## src/rtl/poly_voice_allocator.sv

```systemverilog
// rtl/poly_voice_allocator.sv - keyboard note events to NUM_VOICES voices with oldest-voice stealing
module poly_voice_allocator #(
    parameter int NUM_VOICES = 4,
    parameter int FREQ_W     = 32
) (
    input  logic                         i_clk,
    input  logic                         i_reset,
    input  logic                         i_ev_valid,
    output logic                         o_ev_ready,
    input  logic                         i_ev_on,
    input  logic [3:0]                   i_ev_note,
    input  logic [1:0]                   i_ev_octave,
    output logic [NUM_VOICES-1:0]        o_voice_active,
    output logic [NUM_VOICES*FREQ_W-1:0] o_voice_freq,
    output logic [NUM_VOICES*6-1:0]      o_voice_key,
    output logic                         o_stolen,
    output logic                         o_drop
);

    localparam int RW = $clog2(NUM_VOICES);

    typedef enum logic [1:0] {
        ST_IDLE   = 2'd0,
        ST_LOOKUP = 2'd1,
        ST_COMMIT = 2'd2
    } state_t;

    state_t              r_state;
    logic                r_ev_ready;
    logic                r_stolen;
    logic                r_drop;

    // Event captured on accept; {octave,note} layout matches the voice key
    logic                r_ev_on;
    logic [5:0]          r_ev_key;

    // Lookup results registered in LOOKUP, consumed in COMMIT
    logic                r_invalid;
    logic                r_match_hit;
    logic                r_free_hit;
    logic [RW-1:0]       r_match_idx;
    logic [RW-1:0]       r_free_idx;
    logic [RW-1:0]       r_oldest_idx;

    // Per-voice state; rank 0 = most recently started, inactive voices hold rank 0
    logic [NUM_VOICES-1:0] r_active;
    logic [FREQ_W-1:0]     r_freq [NUM_VOICES];
    logic [5:0]            r_key  [NUM_VOICES];
    logic [RW-1:0]         r_rank [NUM_VOICES];

    logic                w_invalid;
    logic                w_match_hit;
    logic                w_free_hit;
    logic [RW-1:0]       w_match_idx;
    logic [RW-1:0]       w_free_idx;
    logic [RW-1:0]       w_oldest_idx;
    logic [RW-1:0]       w_match_rank;
    logic [RW-1:0]       w_tgt_idx;
    logic [11:0]         w_base;
    logic [FREQ_W-1:0]   w_new_freq;

    // C4..B4 in Hz; octave shift is applied afterwards
    function automatic logic [11:0] base_freq(input logic [3:0] note);
        case (note)
            4'd0:    base_freq = 12'd262;
            4'd1:    base_freq = 12'd277;
            4'd2:    base_freq = 12'd294;
            4'd3:    base_freq = 12'd311;
            4'd4:    base_freq = 12'd330;
            4'd5:    base_freq = 12'd349;
            4'd6:    base_freq = 12'd370;
            4'd7:    base_freq = 12'd392;
            4'd8:    base_freq = 12'd415;
            4'd9:    base_freq = 12'd440;
            4'd10:   base_freq = 12'd466;
            4'd11:   base_freq = 12'd494;
            default: base_freq = 12'd0;
        endcase
    endfunction

    // Key match, lowest free voice and oldest voice; descending scan lets the lowest index win
    always_comb begin
        w_match_hit  = 1'b0;
        w_match_idx  = '0;
        w_free_hit   = 1'b0;
        w_free_idx   = '0;
        w_oldest_idx = '0;
        for (int v = NUM_VOICES - 1; v >= 0; v--) begin
            if (r_active[v] && (r_key[v] == r_ev_key)) begin
                w_match_hit = 1'b1;
                w_match_idx = RW'(v);
            end
            if (!r_active[v]) begin
                w_free_hit = 1'b1;
                w_free_idx = RW'(v);
            end
            if (r_active[v] && (r_rank[v] == RW'(NUM_VOICES - 1))) begin
                w_oldest_idx = RW'(v);
            end
        end
    end

    // Frequency word for the latched key, rank of the matched voice and the allocation target
    always_comb begin
        w_invalid    = (r_ev_key[3:0] > 4'd11);
        w_base       = base_freq(r_ev_key[3:0]);
        w_new_freq   = FREQ_W'(w_base) << r_ev_key[5:4];
        w_match_rank = r_rank[r_match_idx];
        w_tgt_idx    = r_free_hit ? r_free_idx : r_oldest_idx;
    end

    // Control FSM: accept, lookup, commit; ready and pulses are registered
    always_ff @(posedge i_clk) begin
        if (i_reset) begin
            r_state      <= ST_IDLE;
            r_ev_ready   <= 1'b0;
            r_stolen     <= 1'b0;
            r_drop       <= 1'b0;
            r_ev_on      <= 1'b0;
            r_ev_key     <= '0;
            r_invalid    <= 1'b0;
            r_match_hit  <= 1'b0;
            r_free_hit   <= 1'b0;
            r_match_idx  <= '0;
            r_free_idx   <= '0;
            r_oldest_idx <= '0;
        end else begin
            r_stolen <= 1'b0;
            r_drop   <= 1'b0;
            case (r_state)
                ST_IDLE: begin
                    r_ev_ready <= 1'b1;
                    if (i_ev_valid && r_ev_ready) begin
                        r_ev_on    <= i_ev_on;
                        r_ev_key   <= {i_ev_octave, i_ev_note};
                        r_ev_ready <= 1'b0;
                        r_state    <= ST_LOOKUP;
                    end
                end
                ST_LOOKUP: begin
                    r_invalid    <= w_invalid;
                    r_match_hit  <= w_match_hit;
                    r_free_hit   <= w_free_hit;
                    r_match_idx  <= w_match_idx;
                    r_free_idx   <= w_free_idx;
                    r_oldest_idx <= w_oldest_idx;
                    // Pulses line up with the COMMIT cycle that acts on this event
                    r_stolen     <= !w_invalid && r_ev_on && !w_match_hit && !w_free_hit;
                    r_drop       <= w_invalid;
                    r_state      <= ST_COMMIT;
                end
                ST_COMMIT: begin
                    r_ev_ready <= 1'b1;
                    r_state    <= ST_IDLE;
                end
                default: begin
                    r_ev_ready <= 1'b0;
                    r_state    <= ST_IDLE;
                end
            endcase
        end
    end

    // Voice table update in COMMIT: retrigger, allocate/steal on note-on, release on note-off
    always_ff @(posedge i_clk) begin
        if (i_reset) begin
            r_active <= '0;
            for (int v = 0; v < NUM_VOICES; v++) begin
                r_freq[v] <= '0;
                r_key[v]  <= '0;
                r_rank[v] <= '0;
            end
        end else if ((r_state == ST_COMMIT) && !r_invalid) begin
            if (r_ev_on && r_match_hit) begin
                for (int v = 0; v < NUM_VOICES; v++) begin
                    if (RW'(v) == r_match_idx) begin
                        r_rank[v] <= '0;
                    end else if (r_active[v] && (r_rank[v] < w_match_rank)) begin
                        r_rank[v] <= r_rank[v] + RW'(1);
                    end
                end
            end else if (r_ev_on) begin
                for (int v = 0; v < NUM_VOICES; v++) begin
                    if (RW'(v) == w_tgt_idx) begin
                        r_active[v] <= 1'b1;
                        r_key[v]    <= r_ev_key;
                        r_freq[v]   <= w_new_freq;
                        r_rank[v]   <= '0;
                    end else if (r_active[v]) begin
                        r_rank[v] <= r_rank[v] + RW'(1);
                    end
                end
            end else if (r_match_hit) begin
                for (int v = 0; v < NUM_VOICES; v++) begin
                    if (RW'(v) == r_match_idx) begin
                        r_active[v] <= 1'b0;
                        r_freq[v]   <= '0;
                        r_rank[v]   <= '0;
                    end else if (r_active[v] && (r_rank[v] > w_match_rank)) begin
                        r_rank[v] <= r_rank[v] - RW'(1);
                    end
                end
            end
        end
    end

    assign o_ev_ready     = r_ev_ready;
    assign o_stolen       = r_stolen;
    assign o_drop         = r_drop;
    assign o_voice_active = r_active;

    genvar g;
    generate
        for (g = 0; g < NUM_VOICES; g++) begin : g_voice_out
            assign o_voice_freq[g*FREQ_W +: FREQ_W] = r_freq[g];
            assign o_voice_key[g*6 +: 6]            = r_key[g];
        end
    endgenerate

endmodule

```

## config.mk

```make
export PLATFORM = sky130hd
export DESIGN_NAME = poly_voice_allocator
export DESIGN_NICKNAME = d
export VERILOG_FILES = /design/src/rtl/poly_voice_allocator.sv
export SDC_FILE = /design/constraint.sdc
export NUM_CORES = 1
export LEC_CHECK = 0
export ABC_AREA = 1
export CAP_MARGIN = 40
export CORE_ASPECT_RATIO = 1.4
export CORE_MARGIN = 4
export CORE_UTILIZATION = 32
export DETAILED_ROUTE_END_ITERATION = 16
export GPL_ROUTABILITY_DRIVEN = 1
export PLACE_DENSITY = 0.64
export SYNTH_ARGS = -nofsm -noshare
export SYNTH_HDL_FRONTEND = slang
export SYNTH_SLANG_ARGS = --single-unit
export TNS_END_PERCENT = 50
```

## constraint.sdc

```tcl
create_clock -name i_clk -period 1.85 [get_ports i_clk]
set_input_delay 0.37 -clock i_clk [delete_from_list [all_inputs] [get_ports i_clk]]
set_output_delay 0.37 -clock i_clk [all_outputs]
set_load 0.05 [all_outputs]
```

# Word level (Yosys, flattened, before mapping)
# Memory sizes are Yosys's and may differ from the RTL's. A register that Yosys moved wholly into a read port is not among the register bits.
# Index checks and enable logic that the tools add are counted.
word_totals:
  register_bits: 25
  mem_bits_rw: 160
  mem_bits_ro: 144
  input_bits: 10
  output_inout_bits: 159
  elab_cells: 366
  n_memories: 4
mem_list:
  columns: ["name", "words", "word_bits", "read_ports", "rd_ports_with_merged_regs", "write_ports", "line", "text"]
  rows:
  - ["(name not given)", 16, 9, 1, 1, 0, "64", "case (note)"]
  - ["r_freq", 4, 32, 4, 0, 4, "47", "logic [FREQ_W-1:0] r_freq [NUM_VOICES];"]
  - ["r_key", 4, 6, 4, 0, 4, "48", "logic [5:0] r_key [NUM_VOICES];"]
  - ["r_rank", 4, 2, 5, 1, 4, "49", "logic [RW-1:0] r_rank [NUM_VOICES];"]
classes:
  n_addsub: 8
  magnitude_cmp: 9
  n_eq_ne: 21
  n_shift: 1
  muxes: 229
  bitwise_logic: 38
  n_reduce_logical: 40
op_table:
  columns: ["cell", "count"]
  rows:
  - ["2-to-1 mux 32 bit", 8]
  - ["2-to-1 mux 1 bit", 171]
  - ["2-to-1 mux 2 bit", 40]
  - ["OR 1 bit", 36]
  - ["left shift 12 x 2 -> 32 bit", 1]
  - ["equality test 6 bit", 4]
  - ["2-to-1 mux 6 bit", 4]
  - ["logical AND 1 bit", 22]
  - ["AND reduction 5 bit", 4]
  - ["2-to-1 mux 4 bit", 4]
  - ["equality test 2 bit (second input constant)", 5]
  - ["nonzero test 2 bit", 5]
  - ["adder 2 x 1 -> 2 bit (second input constant)", 4]
  - ["equality test 2 bit (first input constant)", 4]
  - ["> comparator 2 bit", 4]
  - ["less-than comparator 2 bit", 4]
  - ["inequality test 2 x 1 -> 1 bit (second input constant)", 4]
  - ["subtractor 2 x 1 -> 2 bit (second input constant)", 4]
  - ["zero test 2 bit", 3]
  - ["equality test 1 x 2 -> 1 bit (first input constant)", 2]
  - ["> comparator 4 bit (second input constant)", 1]
  - ["zero test 1 bit", 4]
  - ["case mux 2 bit (2 select lines)", 1]
  - ["case mux 1 bit (3 select lines)", 1]
  - ["other kinds (5)", 6]

# Logic depth before layout (Yosys ltp)
# An unclocked memory read counts as a cell.
logic_depth:
  depth_word: 14
  mapped_depth: 15
  depth_no_buf: 15

# Least setup slack after synthesis
# Ideal clock, no wire load.
synth_path:
  path_type: "flip-flop to flip-flop"
  start: "reg r_ev_ready (netlist: o_ev_ready)"
  end: "reg, netlist name w_base[4]"
  setup_ps: 126
  t_arrival_ps: 1911
  required_time_ps: 1724
  setup_slack_ps: -187
  stages_incl_launch_ff: 9
  path_buffers: 0
  period_less_slack_ps: 2037
  path_cell_list: "dfxtp_1 nand3_1 nor2_2 nand2_1 o21ai_1 inv_1 ha_1 nand2_1 o211ai_1"
synth_via:
  elab_chain_cells: 4
synth_rtl:
  columns: ["item", "line", "text"]
  rows:
  - ["start, declared", "29", "logic r_ev_ready;"]
  - ["start signal, assigned", "116", "r_ev_ready <= 1'b0;"]
  - ["start signal, assigned", "132", "r_ev_ready <= 1'b1;"]
  - ["start signal, assigned", "136", "r_ev_ready <= 1'b0;"]
  - ["logical AND 1 bit", "133", "if (i_ev_valid && r_ev_ready) begin"]
  - ["AND reduction 2 bit (no line)", null, null]
  - ["2-to-1 mux 4 bit (no line) (2 in series)", null, null]
# Every way passes these cells.
# A chain may end at the register's enable or synchronous reset.

==> results by stage <==
Placement:
- The final RePlAce weighted congestion is 0.9100.
- The total half-perimeter wirelength after legalization and detailed placement is 14.33 mm.
- Prior to clock tree synthesis, the placed netlist has a worst setup slack of -0.3719 ns.
- The count of buffers added on input and output ports is 88.
- In this run the cell area measured after placement is approximately 7600 µm².
- Including well taps, the total number of placed cells is 1,193.

Logic synthesis:
- The post-synth design cell area is 6257 µm².
- Of the synthesized area, sequential elements account for 45.75%.
- The dominant synthesized flop cell is dfxtp_1.
- The average cell area after synthesis is about 8 µm².
- The count of cell types in the netlist is 42.
- The Yosys step of the flow raised 0 warnings.
- The fraction of registers with async set or reset after synthesis is 0%.
- The cell count after synthesis came out at 784.
- The count of state elements after synthesis is 116.
- The number of flops mapped to enable cells by yosys is 54.

Detailed routing:
- For this run, design rule violations remaining after detail routing come to 0.
- The count of nets left with antenna violations once routing finished came out at 0.
- The routed wire length is ~18 mm.
- The total number of vias is 5,514.
- The pre-antenna-repair detailed-routing pass consisted of 5 iterations.
- In the routed layout, each cell is associated on average with a via count of approximately 4.5.
- In this run, the number of DRC markers left after iteration 0 of detailed routing was 284.
- In the final routed layout, each cell accounts on average for 14.84 µm.

Power:
- In this run the power spent charging and discharging nets is 2.221 mW.
- Net switching is 29.74% of the power.
- The part of the power in registers is 37.6%.
- The share of total power dissipated in the clock network is between 40% and 50%.
- The leakage dissipation is ~3.8 nW.
- The combinational share of power is 15.6%.
- Total power for the finished layout comes to between 7 and 8 mW.
- The internal power of the cells totals 5.246 mW.
- The peak supply drop is 0.0004425 V.
- The cell area power density is 874.1 nW/µm².

Setup path:
- The kind of cell with the highest combined delay along the critical path is simple AND/OR/NAND/NOR gates.
- Counting cells, the worst reg-to-reg path comes to 11.
- The largest single stage delay on the critical path is a little over 0.4 ns.
- The slowest library cell on the worst path is dfxtp_4.
- By startpoint and endpoint, the worst setup path is classified as register to register.
- Data on the critical path arrives at its endpoint at 2.22 ns.
- STA classifies the critical path startpoint as a register.
- The endpoint of the lowest-slack register-to-register path is r_rank[2][1].
- Together, buffers and inverters on the worst path number 2.
- STA classifies the critical path endpoint as a register.
- Across all register-to-register paths, the minimum setup slack is -0.21 ns.
- Along the worst path, the maximum fanout reaches 6.
- Traced cell by cell, the critical path runs through nand2_2 > a32o_2 > buf_4 > ha_4 > nand2_2 > nand3_2 > nor3_4 > buf_4 > nand2_1 > nand4_1 > o21ai_0.
- For the worst setup path, the data required time is around 2 ns.

Die:
- The row count is 60.
- For this configuration, the core starts out at a cell density of 32.56%.
- The floorplan step set the die height to 173.5 µm.
- The die footprint is 21,890 µm².
- The core region is between 15,000 and 20,000 µm².
- The count of boundary I/O pins is about 170.
- The horizontal die dimension is 126.2 µm.

Status:
- The checks that failed: negative setup slack.
- The flow ran to the end, but the final reports show violations.

CTS:
- The hold-fix buffer count after cts is 0.
- After clock tree synthesis, the clock-pin slew on the worst setup and hold paths is 0.06 ns.
- At the later pin of the worst-skew pair, clock insertion delay measures 0.42 ns.
- The number of CTS-inserted buffers is 17.
- CTS built an H-tree with a depth of 4.
- The CTS tree is done.
- The CTS root buffer is clkbuf_16.
- The longest clock path from root to sink contains 2 buffers.
- The clock sink total is 116.

Global route:
- The overall fraction of global-route tracks in use is 16.43%.
- The maximum number of pins on one net before global-route repair is 19.
- The number of global-route vias before repair was 5,489.
- The first global-routing pass estimated ~28 mm of wire.
- The initial antenna violation count is 0.
- Global routing finished with a remaining overflow of 0.

STA:
- Of the available clock period, the critical path in the final layout requires 111.4%.
- The post-layout worst setup margin is -0.2113 ns.
- For the pin with the worst max-slew slack, the measured transition is a little over 0.6 ns.
- The total negative slack is -1.548 ns.
- The tightest hold path in the finished design has a slack of 0.4384 ns.
- The fmax is 0.4851 GHz.
- The worst path in the final design needs a cycle of 2.061 ns, including I/O delays and setup.
- The final count of hold timing violations is 0.
- For the final database, setup skew stands at approximately 0.0081 ns.
- The final number of max-transition violations is 0.
- Setup repair after global routing could not meet its margin everywhere.
- Setup violations remaining at the end of the flow were counted as 14.
- The worst-case headroom to the max-slew limit is 59.17%.

Final layout:
- The final net count is 999.
- The repair_antennas step left the layout with diodes totalling 0.
- Excluding fillers, the count of instances in the completed layout stands at 1,231.
- The layout cell share with drive strength beyond 1 is 28.08%.
- The relative area change from synthesis to final layout is 36.53%.
- The post-layout utilization of the core is 44.45%.
- With fillers left out, the area of the finished cells amounts to 8543 µm².

Hold path:
- Along the worst hold path, the cell count comes to 3.
- The endpoint of the worst hold-timing path is r_free_idx[0].
- The worst hold path belongs to the class input port to register.
- The worst hold path begins at i_reset.

Flow run:
- The number of max-cap violations is 0.
==> power by group through the flow <==
| stage | registers [mW] | logic (mW) | clock network, mW |
|---|---|---|---|
| after detailed placement | 2.86 | 1.09 | 0 |
| after CTS | 2.80 | 1.12 | 3.54 |
| after global placement | 2.86 | 1.09 | 0 |
| final | 2.80 | 1.17 | 3.50 |
| after floorplan | 2.99 | 0.782 | 0 |
| after global routing | 2.81 | 1.25 | 3.68 |
==> synth_stat cells, types with 2 or more instances <==
cell type	count	area (µm²)
a211oi_1	2	15.01
a21oi_1	27	135.1
inv_2	3	11.26
o21ai_1	3	15.01
nand4_1	12	75.07
or2_0	3	18.77
xnor2_1	6	52.55
inv_1	94	352.8
o211ai_1	2	15.01
nand2_1	151	566.8
nor2_1	113	424.2
edfxtp_1	54	1622
buf_1	3	11.26
o21bai_1	2	15.01
nand3_1	29	145.1
o32ai_1	3	26.28
nand3b_1	2	15.01
o22ai_1	20	125.1
nor2_2	2	12.51
clkbuf_1	5	18.77
or2_2	10	62.56
buf_4	80	600.6
buf_2	9	45.04
ha_1	19	237.7
a31oi_1	2	12.51
dfxtp_1	62	1241
nor3_1	14	70.07
o21ai_0	35	175.2
clkinv_1	4	15.01
==> routing by layer <==
metal	GRT usage, %	vias up	wire [µm]
met5	0	-	0
met4	9.302	0	612
met3	2.867	35	880
met2	30.73	169	10190
met1	16.99	2545	6579
li1	-	2765	-
==> tightest hold or removal path: stages <==
cell and delay, ns:
dlymetal6s2s_1 0.19, buf_4 0.16, o32ai_1 0.08
==> final cells by class <==
type | instances | area [µm²]
fill | 1913 | 10680
sequential | 116 | 2870
multi-input combinational | 547 | 2843
timing repair buffer | 187 | 1511
clock buffer | 18 | 439.2
inverter | 101 | 381.6
tap | 248 | 310.3
clock inverter | 14 | 187.7
==> repair_timing <==
action | 4_1_cts | 5_1_grt
endpoints found under the setup margin | 14 | 86
pin swaps | 14 | 16
setup buffers | 3 | 3
gates resized for setup | 22 | 42
==> logic make-up after synthesis <==
logic type	count (synthesis)	synth area share, %
and+or+nand+nor	340	23.04
buffers and inverters	200	17.12
DFF	116	45.75
AOI/OAI and AO/OA	101	9.238
adders and majority gates	19	3.799
xor gates and xnor gates	6	0.8398
other	1	0.05993
muxes	1	0.1600
==> placed cells by master (no fill, tap or decap), drive strengths merged, types with 3 or more instances in the layout <==
master	count
or2	13
o32ai	3
clkinv	5
clkbuf	18
nor3	15
o21ai	39
nor2	116
ha	19
conb	80
inv	106
nand4	12
nand3	30
xnor2	6
a21oi	27
bufinv	3
clkdlybuf4s50	8
buf	178
o22ai	20
edfxtp	54
nand2	151
dfxtp	62
==> worst max-delay path by stage <==
stage,to,slack (ns),cells after the start
floorplan,r_key[0][0],-0.04,9
global placement,w_base[4],-0.33,9
detailed placement,w_base[4],-0.37,9
CTS,r_rank[1][1],-0.17,11
global route,r_rank[1][1],-0.30,11
finish,r_rank[2][1],-0.21,11
==> registers in the layout, indices dropped and copies added, names as in the netlist, named ones only <==
signal and count:
r_freq 48, r_key 24, w_base 9, r_rank 8
r_ev_key 6, o_voice_active 4, r_free_idx 2, r_match_idx 2
r_oldest_idx 2, r_state 2, o_drop 1, o_ev_ready 1
o_stolen 1, r_ev_on 1, r_free_hit 1, r_invalid 1
r_match_hit 1
Power figures use the tool's default switching activity.
